## config.mk

```make
export PLATFORM = sky130hd
export DESIGN_NAME = secondary_code_gen
export DESIGN_NICKNAME = d
export VERILOG_FILES = /design/src/rtl/sec_code_pkg.sv /design/src/rtl/sec_code_track.sv /design/src/rtl/secondary_code_gen.sv
export SDC_FILE = /design/constraint.sdc
export NUM_CORES = 1
export LEC_CHECK = 0
export CAP_MARGIN = 30
export CORE_MARGIN = 1.5
export CORE_UTILIZATION = 60
export DETAILED_ROUTE_END_ITERATION = 7
export PLACE_DENSITY = 0.84
export SYNTH_ARGS = -nofsm -noshare
export SYNTH_HDL_FRONTEND = slang
export SYNTH_SLANG_ARGS = --single-unit
export TNS_END_PERCENT = 5
```

## constraint.sdc

```tcl
create_clock -name clk -period 7.63 [get_ports clk]
set_input_delay 1.526 -clock clk [delete_from_list [all_inputs] [get_ports clk]]
set_output_delay 1.526 -clock clk [all_outputs]
set_load 0.05 [all_outputs]
```

## src/rtl/sec_code_pkg.sv

```systemverilog
// Shared constants and helpers for the secondary (NH / tiered) code generator.
package sec_code_pkg;

    // Default per-code storage depth in chips
    localparam int unsigned SEC_DEPTH_DEF = 128;

    // Software write granularity
    localparam int unsigned SEC_WORD_W = 32;

    // Chip counter width for a given storage depth
    function automatic int unsigned sec_cnt_w(input int unsigned depth);
        return $clog2(depth);
    endfunction

endpackage

```

## src/rtl/sec_code_track.sv

```systemverilog
// One secondary code channel: word-writable chip storage, chip counter with
// load/step/wrap, current chip select and a registered wrap pulse.
module sec_code_track
    import sec_code_pkg::*;
#(
    parameter int unsigned DEPTH = SEC_DEPTH_DEF,
    parameter int unsigned CNT_W = sec_cnt_w(DEPTH),
    parameter int unsigned AW    = $clog2(DEPTH / SEC_WORD_W)
) (
    input  logic                  clk,
    input  logic                  rst_b,
    input  logic                  wr_en,
    input  logic [AW-1:0]         wr_addr,
    input  logic [SEC_WORD_W-1:0] wr_data,
    input  logic [CNT_W:0]        length,
    input  logic                  load_en,
    input  logic [CNT_W-1:0]      load_val,
    input  logic                  step_req,
    output logic [CNT_W-1:0]      count,
    output logic                  cur_code,
    output logic                  wrap,
    output logic                  wrap_hit
);

    localparam int unsigned    WORDS   = DEPTH / SEC_WORD_W;
    localparam logic [CNT_W:0] DEPTH_L = (CNT_W + 1)'(DEPTH);
    localparam logic [CNT_W:0] ONE_L   = (CNT_W + 1)'(1);

    logic [DEPTH-1:0] code_bits;
    logic [CNT_W:0]   eff_len;
    logic [CNT_W:0]   count_inc;
    logic             active;
    logic             step;

    // Effective length, step qualification, wrap detect and chip select
    always_comb begin
        eff_len   = (length > DEPTH_L) ? DEPTH_L : length;
        active    = (eff_len != '0);
        step      = step_req & active;
        count_inc = {1'b0, count} + ONE_L;
        wrap_hit  = step & (count_inc >= eff_len);
        cur_code  = active & code_bits[count];
    end

    // Chip storage, one 32-bit word per write
    always_ff @(posedge clk or negedge rst_b) begin
        if (!rst_b) begin
            code_bits <= '0;
        end else if (wr_en) begin
            for (int unsigned k = 0; k < WORDS; k++) begin
                if (wr_addr == AW'(k)) begin
                    code_bits[k*SEC_WORD_W +: SEC_WORD_W] <= wr_data;
                end
            end
        end
    end

    // Chip counter and wrap pulse; a load suppresses the step and its pulse
    always_ff @(posedge clk or negedge rst_b) begin
        if (!rst_b) begin
            count <= '0;
            wrap  <= 1'b0;
        end else begin
            wrap <= 1'b0;
            if (load_en) begin
                count <= load_val;
            end else if (step) begin
                if (wrap_hit) begin
                    count <= '0;
                    wrap  <= 1'b1;
                end else begin
                    count <= count_inc[CNT_W-1:0];
                end
            end
        end
    end

endmodule

```

## src/rtl/secondary_code_gen.sv

```systemverilog
// Two-channel secondary code generator. Code 2 either steps on the epoch
// strobe or, in tiered mode, only when code 1 wraps.
module secondary_code_gen
    import sec_code_pkg::*;
#(
    parameter int unsigned DEPTH = SEC_DEPTH_DEF,
    parameter int unsigned CNT_W = sec_cnt_w(DEPTH),
    parameter int unsigned AW    = $clog2(DEPTH / SEC_WORD_W)
) (
    input  logic                  clk,
    input  logic                  rst_b,
    input  logic                  code_wr_en,
    input  logic                  code_wr_sel,
    input  logic [AW-1:0]         code_wr_addr,
    input  logic [SEC_WORD_W-1:0] code_wr_data,
    input  logic [CNT_W:0]        code1_length,
    input  logic [CNT_W:0]        code2_length,
    input  logic                  code2_tiered,
    input  logic                  nh_increase,
    input  logic                  nh_count_en,
    input  logic [CNT_W-1:0]      nh_count1_i,
    input  logic [CNT_W-1:0]      nh_count2_i,
    output logic [CNT_W-1:0]      nh_count1_o,
    output logic [CNT_W-1:0]      nh_count2_o,
    output logic                  cur_code1,
    output logic                  cur_code2,
    output logic                  code1_wrap,
    output logic                  code2_wrap
);

    logic wr_en1;
    logic wr_en2;
    logic hit1;
    logic step2_req;

    // Write demux and code 2 step source selection
    always_comb begin
        wr_en1    = code_wr_en & ~code_wr_sel;
        wr_en2    = code_wr_en &  code_wr_sel;
        step2_req = code2_tiered ? hit1 : nh_increase;
    end

    sec_code_track #(
        .DEPTH (DEPTH),
        .CNT_W (CNT_W),
        .AW    (AW)
    ) u_code1 (
        .clk      (clk),
        .rst_b    (rst_b),
        .wr_en    (wr_en1),
        .wr_addr  (code_wr_addr),
        .wr_data  (code_wr_data),
        .length   (code1_length),
        .load_en  (nh_count_en),
        .load_val (nh_count1_i),
        .step_req (nh_increase),
        .count    (nh_count1_o),
        .cur_code (cur_code1),
        .wrap     (code1_wrap),
        .wrap_hit (hit1)
    );

    // Code 2 is the outer tier and never feeds another stage
    sec_code_track #(
        .DEPTH (DEPTH),
        .CNT_W (CNT_W),
        .AW    (AW)
    ) u_code2 (
        .clk      (clk),
        .rst_b    (rst_b),
        .wr_en    (wr_en2),
        .wr_addr  (code_wr_addr),
        .wr_data  (code_wr_data),
        .length   (code2_length),
        .load_en  (nh_count_en),
        .load_val (nh_count2_i),
        .step_req (step2_req),
        .count    (nh_count2_o),
        .cur_code (cur_code2),
        .wrap     (code2_wrap),
        .wrap_hit ()
    );

endmodule

```

==> results of run 1 <==
==> where the power goes <==
group          switching, µW  internal (µW)
Sequential               214           1750
Clock                    567            871
Combinational            421            547
Total                   1200           3170
==> layer usage <==
metal / part of all wire (%) / vias up
met5: 0 / -
li1: - / 3568
met4: 2.5 / 0
met3: 6.9 / 64
met1: 43 / 4335
met2: 47 / 336
==> state kept, by name (all words and copies together), names as in the netlist <==
name	cells
u_code1.count	7
u_code1.code_bits	128
u_code2.code_bits	128
u_code2.wrap	1
u_code2.count	7
u_code1.wrap	1
==> through the flow <==
step | cells | hold slack (ns)
floorplan | 898 | 0.470
global placement | 1223 | 0.479
detailed placement | 1224 | 0.484
CTS | 1275 | 0.498
global route | 1275 | 0.512
finish | 1275 | 0.495
==> cell type report <==
type	count	area, µm²
Clock buffer	39	843
Clock inverter	12	145
Timing Repair Buffer	107	1050
Multi-Input combinational cell	564	6030
Tap cell	275	344
Fill cell	1325	6040
Sequential cell	272	6810
Inverter	6	22.5
==> worst max-delay path, delay by kind of cell (launching register included) <==
| kind | cells | cell delay [ns] |
|---|---|---|
| buffers and inverters | 2 | 1.18 |
| and+or+nand+nor | 2 | 0.23 |
| DFF | 1 | 0.86 |
| muxes | 2 | 1.04 |
| AOI/OAI and AO/OA | 2 | 0.18 |
==> cells in the final DEF, fill, tap and decap left out, types with 5 or more instances in the layout <==
master	Yosys	routed
a21oi_1	12	12
a22oi_1	15	15
buf_4	3	17
clkbuf_16	0	29
clkbuf_8	0	8
clkdlybuf4s50_1	0	87
clkinv_2	0	6
dfrtp_1	272	270
ha_1	18	18
inv_1	5	5
mux2_2	258	258
mux2i_1	9	9
mux4_1	17	17
mux4_2	48	48
nand2_1	44	44
nand2b_1	9	9
nand3_1	11	11
nor2_1	14	14
nor2b_1	8	8
o21ai_0	22	22
o21ai_1	5	5
o22ai_1	10	10
xnor2_1	6	6
==> cell families after synthesis <==
group / share of synthesized area (%)
AOI/OAI and AO/OA: 4.63
buffers and inverters: 2.47
adders and majority gates: 1.71
DFF: 51.8
muxes: 34.4
xor gates and xnor gates: 0.666
and+or+nand+nor: 4.34
==> path summary, 6_finish.rpt <==
kind	startpoint	endpoint	slack [ns]	cells after the start
worst max-delay path	u_code1.count[0]$_DFFE_PN0P_	cur_code1	2.06	8
worst min-delay path	u_code2.code_bits[109]$_DFFE_PN0P_	u_code2.code_bits[109]$_DFFE_PN0P_	0.50	1
worst max register to register	u_code1.count[0]$_DFFE_PN0P_	u_code2.count[5]$_DFFE_PN0P_	3.71	13
worst min register to register	u_code2.code_bits[109]$_DFFE_PN0P_	u_code2.code_bits[109]$_DFFE_PN0P_	0.50	1
max in group asynchronous	rst_b	u_code1.count[0]$_DFFE_PN0P_	5.15	2
min in group asynchronous	rst_b	u_code2.code_bits[80]$_DFFE_PN0P_	1.00	1
==> reports/results.ini, run 1 <==
[timing]
rsz0062_at_grt=false
max_freq_mhz=180
slew_viol_final=0
slew-limit-headroom_pct=35.4
finalSetupViolCount=0
hold_viol=0
min_period_over_period_pct=73.0
setup_ws_ns=2.06
timing.setup.tns_ns=0
fin_skew_ns=0.0147
fin_crit_ns=5.57
tightest_slew_ns=0.968

[detailed_routing]
drt_iter0_markers=519
vias=8303
drc_errors=0
wl_um=31300
first_pass_iters=5
viasPerCell=6.51
antenna_left=0
wl_per_cell_um=24.6

[grt]
met2_usage_pct=45.5
grt_overflow=0
use_met3_pct=5.00
grt_pass1_wl_um=49400
grt_max_degree=180
antenna_found_initial=0
track_usage_pct=28.6
use_met1_pct=40.6
grt_pass1_vias=8799
top_usage_layer=met2

[setup_path]
crit_arrival_ns=4.04
slowest_stage=dfrtp_2
crit_fanout=23
required_ns=6.10
worstPathCellList=buf_4 -> mux4_2 -> mux4_2 -> nor2_1 -> a21oi_1 -> nor2_1 -> o21ai_1 -> clkdlybuf4s50_1
max_stage_delay_ns=0.86
start_kind=register
critPathKind=register to output pin
end_kind=output pin

[hold_path]
hp-class=register to register

[synth]
yosysWarnings=0
async_reset_ff_share_pct=100
synth_top_area_share_pct=51.8
synth.top_cells.by_area=dfrtp_1, mux2_2, mux4_2, mux4_1, ha_1
yosysUniqueCellTypes=51
yosys_most_used_dff=dfrtp_1
synth_enable_flop_cells=0
syn_inst=898
synth-seq-cells=272
yosysTopAreaCell=dfrtp_1
yosysMostFrequentCell=dfrtp_1
synth_area_mm2=0.0131
synth.yosys.seq_area_share_pct=51.8
synth_common_cells=dfrtp_1, mux2_2, mux4_2
syn_nets=987
syn_avg_cell_area_um2=14.6

[floorplanning]
die_width_um=151
rows=53
die_y_um=151
core_mm2=0.0213
dieArea_mm2=0.0228
start_util_pct=61.8
ioPinCount=89

[cts]
clock_sinks=272
cts_buffers=28
post_cts_buffers=0
root_buffer=clkbuf_16
cts_hold_buf=0
insertion_delay_ns=0.55
htree_levels=1
cts_max_path_buffers=3
cts_tree=yes
clk_pin_slew_worst_paths_ns=0.07
ctsResizeCount=0

[power_and_ir_drop]
max-vdd-ir-drop_mv=0.183
power_density_mw_per_mm2=287
p_leak_uw=0.00641
report.power.total_uw=4370

[layout]
drive_above_1_share_pct=38.8
syn_to_final_growth_pct=16.0
fin_area_mm2=0.0152
nets=1068
fin_util_pct=71.6
antenna_cells=0

[place]
dp_hpwl_um=20400
dp_slack_ns=2.43
port_buffers=88
gp_congestion=0.882
placedInstanceArea_mm2=0.0143

[outcome]
status=completed

[job]
drv_cap=0

No activity file was read; power rests on OpenSTA's default activity.
==> run 2, diff against run 1 <==
CORE_UTILIZATION = 59   (was 60)
PLACE_DENSITY = 0.83   (was 0.84)
clock period = 5.3 ns   (was 7.63 ns; I/O delays follow)
==> run 2 against run 1 <==
Sequential power grew 43%. Register-to-register slack lost 2.5 ns. Final area shrank 0.30%. Routed wire length shrank 2.6%. Via count shrank 1.3%. Critical path type unchanged. Highest routed layer unchanged.
==> reports/results.ini, run 2 (synthesis results as in run 1) <==
[outcome]
status=completed

[cts]
insertion_delay_ns=0.55
clock_sinks=272
cts_max_path_buffers=3
ctsResizeCount=0
cts_hold_buf=0
post_cts_buffers=0
clk_pin_slew_worst_paths_ns=0.06
root_buffer=clkbuf_16
htree_levels=1
cts_buffers=28
cts_tree=yes

[grt]
antenna_found_initial=0
track_usage_pct=26.7
grt_pass1_wl_um=48800
grt_max_degree=131
grt_overflow=0
grt_pass1_vias=8638

[timing]
min_period_over_period_pct=92.3
fin_skew_ns=0.0178
max_freq_mhz=204
setup_ws_ns=0.407
slew_viol_final=0
hold_viol=0
slew-limit-headroom_pct=48.2
rsz0062_at_grt=false
finalSetupViolCount=0
tightest_slew_ns=0.778
fin_crit_ns=4.89
timing.setup.tns_ns=0

[place]
port_buffers=88
dp_slack_ns=1.02
gp_congestion=0.863
dp_hpwl_um=20100
placedInstanceArea_mm2=0.0143

[floorplanning]
ioPinCount=89
core_mm2=0.0218
start_util_pct=60.2
dieArea_mm2=0.0232
rows=54
die_y_um=152
die_width_um=152

[setup_path]
rrSetupSlack_ns=1.20
worstPathCellList=mux4_1 -> a22o_1 -> a221oi_1 -> o22ai_1 -> o22ai_1 -> mux2_2 -> a21oi_2 -> clkdlybuf4s50_1
required_ns=4.24
r2r_end=u_code2.count[2]$_DFFE_PN0P_
critical_path_buf_inv_count=1
end_kind=output pin
start_kind=register
critPathKind=register to output pin
path_common_cell=o22ai_1
cp_top_family=compound AO/OA/AOI/OAI gates
max_stage_delay_ns=0.74
rr_startpoint=u_code1.count[0]$_DFFE_PN0P_
crit_fanout=17
worst_r2r_path_depth=14
slowest_stage=dfrtp_2
crit_arrival_ns=3.83

[detailed_routing]
viasPerCell=6.41
first_pass_iters=5
antenna_left=0
wl_um=30500
drt_iter0_markers=538
vias=8199
drc_errors=0
wl_per_cell_um=23.9

[power_and_ir_drop]
combPwrFrac_pct=22.8
max-vdd-ir-drop_mv=0.340
power.share.sequential_pct=46.1
p_int_uw=4410
power_density_mw_per_mm2=401
p_leak_uw=0.00636
p_clk_share_pct=31.1
p_sw_uw=1680
sw_frac_of_total_pct=27.6

[layout]
fill_cells=1428
syn_to_final_growth_pct=15.6
layout_commonest_cell=dfrtp_1
antenna_cells=0
top_regs=u_code1.code_bits (128), u_code2.code_bits (128)
drive_above_1_share_pct=38.3
fin_area_mm2=0.0152
fin_util_pct=69.7
layout_common_cells=dfrtp_1, mux2_2, clkdlybuf4s50_1
nets=1068

[job]
drv_cap=0

[hold_path]
worstHoldEndpoint=u_code2.code_bits[104]$_DFFE_PN0P_
hp-class=register to register
min-delay-start=u_code2.code_bits[104]$_DFFE_PN0P_
min_path_cells=1

## run 2: changes by cell type in the layout (fill, tap and decap cells not counted)
| cell | delta |
|---|---|
| buf_12 | +1 |
| buf_16 | +2 |
| buf_4 | -2 |
| buf_8 | -1 |
| bufinv_16 | -2 |
| clkbuf_1 | +4 |
| clkbuf_16 | -1 |
| clkbuf_8 | -3 |
| clkinv_4 | -2 |
| clkinv_8 | +1 |
| clkinvlp_4 | +2 |
## run 2: worst max-delay path by stage
stage	startpoint	endpoint	cells past startpoint	slack [ns]
2_1_floorplan	u_code1.count[1]$_DFFE_PN0P_	cur_code1	9	1.77
3_3_place_gp	u_code1.count[0]$_DFFE_PN0P_	cur_code1	9	1.02
3_5_place_dp	u_code2.count[0]$_DFFE_PN0P_	cur_code2	8	1.02
4_1_cts	u_code1.count[0]$_DFFE_PN0P_	cur_code1	9	0.38
5_1_grt	u_code1.count[0]$_DFFE_PN0P_	cur_code1	9	0.18
6_report	u_code2.count[0]$_DFFE_PN0P_	cur_code2	8	0.41
## run 2: final cells by class
type	count	area [µm²]	area share, %
Tap cell	280	350	2.30
Multi-Input combinational cell	564	6030	39.7
Timing Repair Buffer	107	1090	7.19
Clock inverter	11	98.8	0.650
Inverter	6	22.5	0.148
Clock buffer	39	792	5.21
Sequential cell	272	6810	44.8
## run 2: power by group through the flow
stage,Sequential [µW],Clock (µW),Combinational (µW)
2_1_floorplan,2740,0,1000
3_3_place_gp,2810,0,1320
3_5_place_dp,2840,0,1370
4_1_cts,2810,1920,1380
5_1_grt,2860,2000,1490
6_report,2810,1890,1390
## run 2: metrics by stage
step	hold WS, ns	cells	total power (µW)
after global routing	0.515	1279	6350
after global placement	0.479	1227	4130
after detailed placement	0.487	1228	4210
final	0.499	1279	6090
after floorplan	0.470	898	3750
after CTS	0.501	1278	6110
## run 2: layer usage
layer / up-vias / wire, µm / track usage (%)
li1: 3553 / - / -
met1: 4296 / 12800 / 37.0
met2: 302 / 15300 / 44.9
met3: 48 / 1720 / 3.50
met4: 0 / 677 / 7.07
met5: - / 0 / 0
==> run 3, diff against run 2 <==
CORE_MARGIN = 8   (was 1.5)
CORE_UTILIZATION = 25   (was 59)
PLACE_DENSITY = 0.43   (was 0.83)
RECOVER_POWER = 50   (was not set)
==> run 3 against run 2 <==
The run now ends with capacitance limit, slew limit left. Sequential power is essentially flat. Largest power group unchanged. Total power grew 3.3%. Utilization shrank 39 points. Final area grew 3.7%. Critical path depth is the same. Critical endpoint unchanged. Clock skew shrank 0.013 ns. Highest routed layer is now met5.
==> reports/results.ini, run 3 (synthesis results as in run 1) <==
[floorplanning]
rows=84
ioPinCount=89
die_width_um=245
die_y_um=245
start_util_pct=25.2
dieArea_mm2=0.0602
core_mm2=0.0522

[cts]
cts_tree=yes
insertion_delay_ns=0.56
htree_levels=1
clock_sinks=272
cts_buffers=31
ctsResizeCount=0
clk_pin_slew_worst_paths_ns=0.06
cts_hold_buf=0
post_cts_buffers=0
root_buffer=clkbuf_16
cts_max_path_buffers=3

[timing]
finalSetupViolCount=0
slew-limit-headroom_pct=-105
fin_skew_ns=0.00461
timing.setup.tns_ns=0
whs_ns=0.497
slew_viol_final=149
hold_viol=0
tightest_slew_ns=3.08
rsz0062_at_grt=false
min_period_over_period_pct=92.4
fin_crit_ns=4.90
max_freq_mhz=204

[power_and_ir_drop]
p_int_uw=4560
p_sw_uw=1730
p_clk_share_pct=33.4
max-vdd-ir-drop_mv=0.222
sw_frac_of_total_pct=27.5
power_density_mw_per_mm2=399
combPwrFrac_pct=22.3
p_leak_uw=0.00640
power.share.sequential_pct=44.2

[detailed_routing]
drt_iter0_markers=372
wl_um=36300
vias=8034
antenna_left=0
first_pass_iters=4
viasPerCell=4.74
drc_errors=0
wl_per_cell_um=21.4

[layout]
fill_cells=5192
drive_above_1_share_pct=38.4
syn_to_final_growth_pct=19.9
layout_common_cells=dfrtp_1, mux2_2, clkdlybuf4s50_1
top_regs=u_code1.code_bits (128), u_code2.code_bits (128)
layout_commonest_cell=dfrtp_1
fin_area_mm2=0.0158
antenna_cells=0
nets=1073
fin_util_pct=30.2

[setup_path]
worstPathCellList=mux4_1 -> a22o_1 -> a221oi_1 -> o22ai_1 -> o22ai_1 -> mux2_2 -> a21oi_2 -> clkdlybuf4s50_1
start_kind=register
required_ns=4.24
slowest_stage=dfrtp_2
path_common_cell=o22ai_1
crit_arrival_ns=3.84
critPathKind=register to output pin
max_stage_delay_ns=0.74
crit_fanout=17
end_kind=output pin

[grt]
track_usage_pct=12.2
grt_pass1_wl_um=56600
grt_overflow=0
grt_max_degree=116
antenna_found_initial=1
grt_pass1_vias=8672

[hold_path]
hp-class=register to register

[place]
port_buffers=88
gp_congestion=0.749
placedInstanceArea_mm2=0.0148
dp_hpwl_um=24500

[outcome]
violations=capacitance limit, slew limit
status=finished with violations

[job]
drv_cap=2

==> run 3: cell count changes in the layout (fill, tap and decap cells not counted), moves of 2 or more <==
cell	delta
clkbuf_16	+3
clkbuf_1	+5
clkinvlp_4	-3
buf_16	-2
clkbuf_2	+3
==> run 3: routing by layer <==
layer / vias to the layer above / part of all wire (%) / GRT usage, %
met5: - / 0.036 / 0
met4: 2 / 1.9 / 2.51
met3: 46 / 4.0 / 2.23
met2: 141 / 44 / 18.6
met1: 4276 / 50 / 17.8
li1: 3569 / - / -
==> run 3: critical path, delay by kind of cell (launching register included) <==
family,cells,cell delay (ns)
flops,1,0.74
compound gates,5,0.95
buf+inv,1,0.71
mux,2,0.84
==> run 3: cell type report <==
cell class	instances	area (µm²)	share of cell area [%]
well taps	688	861	5.46
clock inverters	9	95.1	0.604
multi-input cells	564	6030	38.3
inverters	6	22.5	0.143
flip-flops and latches	272	6810	43.2
repair buffers	109	1040	6.58
clock buffers	47	896	5.69
==> run 3: worst paths after layout <==
path,startpoint,to,slack [ns],cells past startpoint
max,u_code2.count[0]$_DFFE_PN0P_,cur_code2,0.40,8
max reg2reg,u_code2.count[0]$_DFFE_PN0P_,u_code2.count[0]$_DFFE_PN0P_,1.10,11
min in group asynchronous,rst_b,u_code1.code_bits[41]$_DFFE_PN0P_,1.49,1
min reg2reg,u_code2.code_bits[85]$_DFFE_PN0P_,u_code2.code_bits[85]$_DFFE_PN0P_,0.50,1
max in group asynchronous,rst_b,u_code1.code_bits[29]$_DFFE_PN0P_,1.14,2
min,u_code2.code_bits[85]$_DFFE_PN0P_,u_code2.code_bits[85]$_DFFE_PN0P_,0.50,1
==> run 3: stage by stage <==
stage | total power (µW) | instances | worst slack [ns]
CTS | 6400 | 1695 | 0.338
detailed placement | 4250 | 1639 | 0.910
global route | 6650 | 1695 | 0.169
global placement | 4220 | 1639 | 0.907
finish | 6290 | 1695 | 0.402
floorplan | 3750 | 898 | 1.77
==> run 3: power by group through the flow <==
stage	sequential, µW	combinational [µW]	clock (µW)
finish	2780	1410	2100
floorplan	2740	1000	0
detailed placement	2820	1430	0
CTS	2780	1440	2180
global placement	2810	1410	0
global route	2850	1530	2280
==> RTL edit, RTL diff (config.mk and constraints of run 3) <==
Make the reset (`rst_b`) synchronous in 2 clocked blocks.
--- a/src/rtl/sec_code_track.sv
+++ b/src/rtl/sec_code_track.sv
@@ -44,5 +44,5 @@
 
     // Chip storage, one 32-bit word per write
-    always_ff @(posedge clk or negedge rst_b) begin
+    always_ff @(posedge clk) begin
         if (!rst_b) begin
             code_bits <= '0;
@@ -57,5 +57,5 @@
 
     // Chip counter and wrap pulse; a load suppresses the step and its pulse
-    always_ff @(posedge clk or negedge rst_b) begin
+    always_ff @(posedge clk) begin
         if (!rst_b) begin
             count <= '0;
Behaviour: not the same (a bounded check fails within 4 cycles, from zero or initial values and one cycle with rst_b low; the reset may be asserted at any time).
==> RTL edit against run 3 <==
The flow still finishes with violations (capacitance limit, slew limit); worst setup slack got worse by 150 ps; cell area shrank 5.5%; global-route usage grew 2.3 points; synthesized area shrank 4.7%; wire length rose by 17%; sequential cell count unchanged; critical endpoint unchanged.
Power is not compared: it rests on default switching activity, and its combinational part moved more than twofold at a synthesized area within 25%.
==> RTL edit: results (changes against run 3) <==
* First-pass GRT wire length at 64390 um (+14%)
* Root Driver: clkbuf_16
* Mux cell area share after synthesis at 14.90% (-20 points)
* Initial antenna violation count at 6 (+5)
* Failing checks: capacitance limit, slew limit
* Post-synthesis sequential area ratio at 43.49% (-8.3 points)
* Slew HR at -93.46% (+12 points)
* Clock buffer count at 48 (+2.1%)
* Worst Skew at 10.17 ps (+5.562 ps)
* Vias after detailed routing at 10576 (+32%)
* R2R Setup Slk at 1530 ps (+430 ps)
* Post-CTS sizing at 0 (unchanged)
* H-tree depth at 1 (unchanged)
* DR iter-0 viols at 808 (+120%)
* Type of the worst min-delay path: reg2reg
* # fillers at 5286 (+1.8%)
* Complex-gate fraction of the synthesized area at 13.52% (+8.9 points)
* GP Congestion at 0.8118 (+8.4%)
* MaxCap Viol Count at 7 (+5)
* Count of cell types in the netlist at 56 (+9.8%)
* Slew Limit Fails at 284 (+91%)
* Post-synth top flop: dfxtp_1
* Worst IR Drop VDD at 0.2344 mV
* Post-CTS setup buffer count at 0 (unchanged)
* FFs w/ async S/R, synth at 0% (-100 points)
* # diodes at 2 (+2)
* Hold Worst Slack at 448.7 ps (-48.68 ps)
* Non-Clock Buffer Count at 119 (+9.2%)
* Dpl hpwl at 27550 um (+12%)
* Synth Area in XOR/XNOR at 0.6994% (+0.033 points)
* Multi-input gate share of total cell area at 43.18% (+4.9 points)
* Multi-input gate count at 1071 (+90%)
* Via count of the first global-routing pass at 10243 (+18%)
* DR WL/cell at 19.26 um (-10%)
* All-Layer GR Usage at 14.44% (+2.3 points)
* Seq. cell area at 0.005449 mm2 (-20%)
* Layout cells sized above 1 at 9.508% (-29 points)
* Clock-cell share of area at 6.841% (+0.55 points)
* Pleak at 4.842 nW
* Critical Path AT at 3990 ps (+150 ps)
* Synth cell count leaders: nand2_1, a21oi_1, dfxtp_1, clkbuf_1, mux4_2
* CTS Buf Count at 31 (unchanged)
* Nets@finish at 1590 (+48%)
* CP Max Fanout at 12 (-5)
* Clock Latency Late Sink at 570 ps
* Status: finished with violations
* Largest net degree at the start of global routing at 86 (-26%)
* Inverters at 6 (unchanged)
* Largest cells by area after synthesis: dfxtp_1, nand2_1, a21oi_1
* Biggest regs: u_code1.code_bits x128, u_code2.code_bits x128
* Layout buffering overhead excluding clock cells at 7.547% (+0.96 points)
* First drt pass iteration count at 5 (+1)
* Worst-path clk slew at 60 ps (about the same)
* Post-Synth Adder-Cell Area at 1.799% (+0.085 points)
* FF+latch count, synth at 272 (unchanged)
## RTL edit: report_power, final
| group | leakage, nW | switching, mW | internal, mW |
|---|---|---|---|
| Clock | 0.506 | 0.884 | 1.28 |
| Combinational | 2.13 | 0.314 | 0.205 |
| Sequential | 2.20 | 0.0644 | 2.09 |
## RTL edit: cell families after synthesis
| group | count (synthesis) |
|---|---|
| and+or+nand+nor | 626 |
| buffers and inverters | 148 |
| AOI/OAI and AO/OA | 321 |
| DFF | 272 |
| xor gates and xnor gates | 10 |
| adders and majority gates | 18 |
| muxes | 96 |
## RTL edit: layer usage
layer	share of wire, %	GRT usage (%)	wire length [um]
met5	0.11	0	48
met4	2.7	4.235	1152
met3	6.3	3.325	2659
met2	42	21.31	17840
met1	49	20.68	20650
## RTL edit: final timing paths
kind,from,end,cells after the start
min,u_code1.code_bits[3],u_code1.code_bits[3],2
max reg2reg,u_code1.count[1],u_code2.count[1],12
max,u_code2.count[0],cur_code2,6
min reg2reg,u_code1.code_bits[3],u_code1.code_bits[3],2
## RTL edit: worst max-delay path: stages (launching register included)
cell and delay (ps):
dfxtp_1 800, mux4_2 610, mux2i_1 410, mux2i_1 180, and3b_1 200, nor4_1 350, clkdlybuf4s50_1 880
## RTL edit: metrics by stage
step / total power [mW] / cells / instance area [um2] / setup slack, ps
floorplan: 2.515 / 1491 / 12520 / 627.4
global placement: 2.725 / 2139 / 13900 / 796.2
detailed placement: 2.731 / 2140 / 13930 / 798.1
CTS: 4.916 / 2197 / 14950 / 251.9
global route: 5.048 / 2198 / 14880 / 107.2
finish: 4.843 / 2199 / 14890 / 247.2
